==> config.mk <==
export PLATFORM = sky130hd
export DESIGN_NAME = note_sequencer
export DESIGN_NICKNAME = d
export VERILOG_FILES = /design/src/rtl/song_pkg.sv /design/src/rtl/beat_timer.sv /design/src/rtl/note_sequencer.sv
export SDC_FILE = /design/constraint.sdc
export NUM_CORES = 1
export LEC_CHECK = 0
export ABC_CLOCK_PERIOD_IN_PS = 4800
export BUFFER_PORTS_ARGS = -buffer_cell sky130_fd_sc_hd__buf_2
export CAP_MARGIN = 20
export CORE_UTILIZATION = 40
export DETAILED_ROUTE_END_ITERATION = 16
export GPL_TIMING_DRIVEN = 0
export SKIP_LAST_GASP = 1
export SLEW_MARGIN = 20
export SYNTH_ARGS = -nofsm -noshare
export SYNTH_HDL_FRONTEND = slang
export SYNTH_HIERARCHICAL = 1
export SYNTH_SLANG_ARGS = --single-unit
==> constraint.sdc <==
create_clock -name clk -period 4.8 [get_ports clk]
set_clock_uncertainty 0.1 [all_clocks]
set_input_delay 0.72 -clock clk [delete_from_list [all_inputs] [get_ports clk]]
set_output_delay 0.72 -clock clk [all_outputs]
set_load 0.005 [all_outputs]
==> src/rtl/song_pkg.sv <==
// Shared song-chart definitions: ROM word layout, note codes and
// sequencer state encoding.
package song_pkg;

    localparam int END_BIT  = 7;
    localparam int DUR_MSB  = 6;
    localparam int DUR_LSB  = 3;
    localparam int NOTE_MSB = 2;

    localparam int DUR_W  = DUR_MSB - DUR_LSB + 1;
    localparam int NOTE_W = NOTE_MSB + 1;

    localparam logic [NOTE_W-1:0] NOTE_REST = 3'd0;
    localparam logic [NOTE_W-1:0] NOTE_1    = 3'd1;
    localparam logic [NOTE_W-1:0] NOTE_2    = 3'd2;
    localparam logic [NOTE_W-1:0] NOTE_3    = 3'd3;
    localparam logic [NOTE_W-1:0] NOTE_4    = 3'd4;
    localparam logic [NOTE_W-1:0] NOTE_5    = 3'd5;
    localparam logic [NOTE_W-1:0] NOTE_6    = 3'd6;
    localparam logic [NOTE_W-1:0] NOTE_7    = 3'd7;

    typedef enum logic [2:0] {
        ST_IDLE  = 3'd0,
        ST_FETCH = 3'd1,
        ST_LOAD  = 3'd2,
        ST_PLAY  = 3'd3,
        ST_DONE  = 3'd4
    } state_t;

    typedef struct packed {
        logic              last;
        logic [DUR_W-1:0]  dur;
        logic [NOTE_W-1:0] note;
    } rom_word_t;

    // A zero duration still plays for one beat.
    function automatic logic [DUR_W-1:0] beats_of(input logic [DUR_W-1:0] dur);
        return (dur == '0) ? DUR_W'(1) : dur;
    endfunction

endpackage

==> src/rtl/beat_timer.sv <==
// Beat tick counter with clear/enable gating; emits a registered
// one-cycle beat pulse after each completed beat.
module beat_timer #(
    parameter int BEAT_TICKS = 1_687_500
) (
    input  logic clk,
    input  logic reset,
    input  logic clear,
    input  logic enable,
    output logic wrap,
    output logic beat_pulse
);

    localparam int TW = (BEAT_TICKS > 2) ? $clog2(BEAT_TICKS) : 1;
    localparam logic [TW-1:0] LAST = TW'(BEAT_TICKS - 1);

    logic [TW-1:0] tick;

    assign wrap = enable && !clear && (tick == LAST);

    always_ff @(posedge clk or negedge reset) begin
        if (!reset) begin
            tick       <= '0;
            beat_pulse <= 1'b0;
        end else begin
            beat_pulse <= wrap;
            if (clear) begin
                tick <= '0;
            end else if (enable) begin
                tick <= wrap ? '0 : tick + 1'b1;
            end
        end
    end

endmodule

==> src/rtl/note_sequencer.sv <==
// Song-chart player: fetches notes from the song ROM, holds each for
// its beat count and tallies hit/miss judgements from scoreUpdater.
module note_sequencer
    import song_pkg::*;
#(
    parameter int BEAT_TICKS = 1_687_500,
    parameter int ADDR_W     = 8,
    parameter int CNT_W      = 16
) (
    input  logic              clk,
    input  logic              reset,
    input  logic              start,
    input  logic              pause,
    input  logic              hit,
    output logic [ADDR_W-1:0] rom_addr,
    input  logic [7:0]        rom_data,
    output logic [2:0]        current_note,
    output logic              beat_pulse,
    output logic              busy,
    output logic              done,
    output logic [CNT_W-1:0]  hit_count,
    output logic [CNT_W-1:0]  miss_count
);

    localparam logic [ADDR_W-1:0] ADDR_MAX = {ADDR_W{1'b1}};
    localparam logic [CNT_W-1:0]  CNT_MAX  = {CNT_W{1'b1}};

    state_t           state;
    rom_word_t        word;
    logic [DUR_W-1:0] beats_left;
    logic             hit_seen;
    logic             wrap;
    logic             tmr_clear;
    logic             tmr_enable;

    assign word       = rom_data;
    assign tmr_clear  = (state == ST_LOAD);
    assign tmr_enable = (state == ST_PLAY) && !pause;

    assign busy = (state == ST_FETCH) || (state == ST_LOAD) || (state == ST_PLAY);
    assign done = (state == ST_DONE);

    beat_timer #(
        .BEAT_TICKS(BEAT_TICKS)
    ) u_timer (
        .clk       (clk),
        .reset     (reset),
        .clear     (tmr_clear),
        .enable    (tmr_enable),
        .wrap      (wrap),
        .beat_pulse(beat_pulse)
    );

    always_ff @(posedge clk or negedge reset) begin
        if (!reset) begin
            state        <= ST_IDLE;
            rom_addr     <= '0;
            current_note <= NOTE_REST;
            beats_left   <= '0;
            hit_seen     <= 1'b0;
            hit_count    <= '0;
            miss_count   <= '0;
        end else begin
            unique case (state)
                ST_IDLE, ST_DONE: begin
                    if (start) begin
                        rom_addr   <= '0;
                        hit_count  <= '0;
                        miss_count <= '0;
                        state      <= ST_FETCH;
                    end
                end
                ST_FETCH: begin
                    state <= ST_LOAD;
                end
                ST_LOAD: begin
                    hit_seen <= 1'b0;
                    if (word.last) begin
                        current_note <= NOTE_REST;
                        state        <= ST_DONE;
                    end else begin
                        current_note <= word.note;
                        beats_left   <= beats_of(word.dur);
                        state        <= ST_PLAY;
                    end
                end
                ST_PLAY: begin
                    if (hit) begin
                        hit_seen <= 1'b1;
                    end
                    if (wrap) begin
                        beats_left <= beats_left - 1'b1;
                        if (beats_left == DUR_W'(1)) begin
                            // Rests are never judged.
                            if (current_note != NOTE_REST) begin
                                if (hit_seen || hit) begin
                                    if (hit_count != CNT_MAX)
                                        hit_count <= hit_count + 1'b1;
                                end else begin
                                    if (miss_count != CNT_MAX)
                                        miss_count <= miss_count + 1'b1;
                                end
                            end
                            current_note <= NOTE_REST;
                            if (rom_addr == ADDR_MAX) begin
                                state <= ST_DONE;
                            end else begin
                                rom_addr <= rom_addr + 1'b1;
                                state    <= ST_FETCH;
                            end
                        end
                    end
                end
                default: begin
                    state <= ST_IDLE;
                end
            endcase
        end
    end

endmodule

==> impl_metrics.ini <==
[yosys]
netlist.area_leader.share_pct = 42.4
synth_cell_type_count = 74
synth_edf_count = 0
yosys_register_bits = 73
yosysTopAreaCell = dfrtp_1
synthCells = 492
synth-seq-area-share_pct = 42.4
ys_async_sr_fraction_pct = 100
syn_area_sq_um = 4310
synthTopCellsByArea = dfrtp_1, nand2_1, nand3_1
avgSynthCellArea_sq_um = 8.76
syn_nets = 511
ys_warn_count = 6
synth_ff_type = dfrtp_1

[power_and_ir_drop]
switching_share_pct = 37.5
p_int_mw = 1.13
p_sw_uw = 679
p_comb_share_pct = 31.7
p_leak_nw = 2.23
powerDensity_nw_per_um2 = 363
vdd_drop_max_mv = 0.138
clockPowerShare_pct = 27.6
seq_power_share_pct = 40.7

[sta]
post-route-period-util_pct = 90.3
slew_headroom_pct = 54.2
hold_ws_ns = 0.211
period_needed_ns = 4.33
setup_ws_ns = 0.465
max_freq_mhz = 231
hold_viol_final = 0
tns_ns = 0
tightest_slew_ns = 0.684
setup_viol = 0
rsz0062_at_grt = false
finalMaxSlewViolations = 0

[hold_path]
min_path_type = in2async

[floorplanning]
die_w_um = 106
core-area_sq_um = 10400
start_util_pct = 41.5
rows = 37
dieArea_sq_um = 11200
die_h_um = 106
top_level_ports = 59

[clocking]
insertion_delay_ns = 0.36
root_buffer = clkbuf_8
clk_transition_reported_paths_ns = 0.08
cts_tree = done
cts_buffers = 9
cts_sinks = 73
htree_levels = 3
hold_buffers = 0
postCtsResizedCells = 0
clock_path_buffers = 2
cts_setup_buffers = 0

[grt]
grt_pass1_wl_um = 19400
grt_use_total_pct = 22.0
grt_overflow_total = 0
grt_pass1_vias = 3899
antenna_found_initial = 1
grt_max_degree = 41

[detailed_routing]
vias = 4075
post_drt_wl_per_cell_um = 16.4
drtIter0Drc = 189
routed_wl_um = 11500
dr.pass1.iters = 4
avgViaCountPerCell = 5.80
route.antenna.remaining_nets = 0
drc = 0

[run_status]
status = completed

[final_layout]
final_cell_mix = dfrtp_1, buf_2, nand2_1
drive_gt1_share_pct = 18.7
fillers = 1044
post-route-util_pct = 48.1
stdcell_count = 702
nNetsFinal = 581
antenna_cells = 0
final_common_cell = dfrtp_1
area_delta_synth_final_pct = 15.8

[critical_path]
worstPathRequired_ns = 4.92
end_kind = flop
path_max_fanout = 10
critPathArrivalTime_ns = 4.46
r2r_cells = 13
path_class = reg2reg
cp-start-kind = flop

[place]
place_ws_ns = 0.491
hpwl_um = 8240
dpl.cell_count = 687
place.gp.congestion = 0.839
io_buffers = 58

[flow_run]
drv_cap = 0
path summary, 6_finish.rpt:
check / slack, ns / start / endpoint
worst max-delay path: 0.47 / state[2]$_DFFE_PN0P_ / hit_count[8]$_DFFE_PN0P_
worst min-delay path: 0.21 / reset / miss_count[4]$_DFFE_PN0P_
worst max register to register: 0.47 / state[2]$_DFFE_PN0P_ / hit_count[8]$_DFFE_PN0P_
worst min register to register: 0.42 / miss_count[15]$_DFFE_PN0P_ / miss_count[15]$_DFFE_PN0P_
max in group asynchronous: 3.79 / reset / u_timer/tick[16]$_DFFE_PN0P_
min in group clk: 0.42 / miss_count[15]$_DFFE_PN0P_ / miss_count[15]$_DFFE_PN0P_
area by class of cell:
class	count	area [sq um]	area share [%]
plain buffers	22	113	2.26
clock buffers	13	159	3.19
clock inverters	2	37.5	0.753
inverters	11	41.3	0.828
multi-input cells	386	2330	46.7
flip-flops and latches	73	1830	36.6
well taps	136	170	3.41
repair buffers	59	313	6.27
power groups by stage:
stage | Sequential, mW | Combinational (mW) | Clock, mW
2_1_floorplan | 0.736 | 0.387 | 0
3_3_place_gp | 0.744 | 0.562 | 0
3_5_place_dp | 0.746 | 0.576 | 0
4_1_cts | 0.735 | 0.578 | 0.513
5_1_grt | 0.745 | 0.644 | 0.537
6_report | 0.736 | 0.573 | 0.498
logic make-up after synthesis:
| family | Yosys count | synth area share, % |
|---|---|---|
| flip-flops | 73 | 42.4 |
| AO/OA/AOI/OAI | 136 | 20.9 |
| AND/OR/NAND/NOR | 239 | 30.2 |
| buffers and inverters | 33 | 3.57 |
| multiplexers | 5 | 1.16 |
| adder cells (fa/ha/maj) | 6 | 1.74 |
flip-flops by register name, indices dropped and copies added, names as in the netlist:
name	count
rom_addr	8
u_timer/tick	21
hit_seen	1
state	3
hit_count	16
miss_count	16
beats_left	4
current_note	3
u_timer/beat_pulse	1
through the flow:
| stage | power [mW] | area [sq um] |
|---|---|---|
| 2_1_floorplan | 1.12 | 4310 |
| 3_3_place_gp | 1.31 | 4770 |
| 3_5_place_dp | 1.32 | 4790 |
| 4_1_cts | 1.83 | 4990 |
| 5_1_grt | 1.93 | 4990 |
| 6_report | 1.81 | 4990 |
cell usage after synthesis (3+ instances only):
master,n
dfrtp_1,73
a31oi_1,13
clkbuf_1,9
nand2_1,61
or3_1,7
nand4_1,16
nor2b_1,4
nand3b_1,4
o21ai_1,4
mux2i_1,5
buf_2,8
nor2_1,44
nand2b_1,5
nor4_1,7
ha_1,6
a21oi_1,30
o31ai_1,7
a22o_1,9
o21ai_0,37
o211ai_1,4
inv_1,11
o311ai_0,3
and3_1,9
nand3_1,37
o41ai_1,3
nor3_1,12
a41oi_1,3
per-layer routing:
metal	part of all wire [%]	vias up	track usage, %
li1	-	1997	-
met2	49	79	36.4
met5	0.14	-	0
met3	3.4	18	3.09
met1	46	1979	28.5
met4	1.9	2	10.2
critical path, stage by stage (launching register included):
cell       delay (ns)
dfrtp_1          0.45
nand3b_1         0.26
clkbuf_1         0.30
clkbuf_1         0.34
nor2_1           0.38
nand2b_1         0.09
clkbuf_1         0.25
nor2_1           0.31
nand4bb_1        0.27
nor2_1           0.60
a21oi_1          0.21
clkbuf_1         0.31
o21ai_0          0.23
o31ai_1          0.09
(Power assumes the default switching activity.)
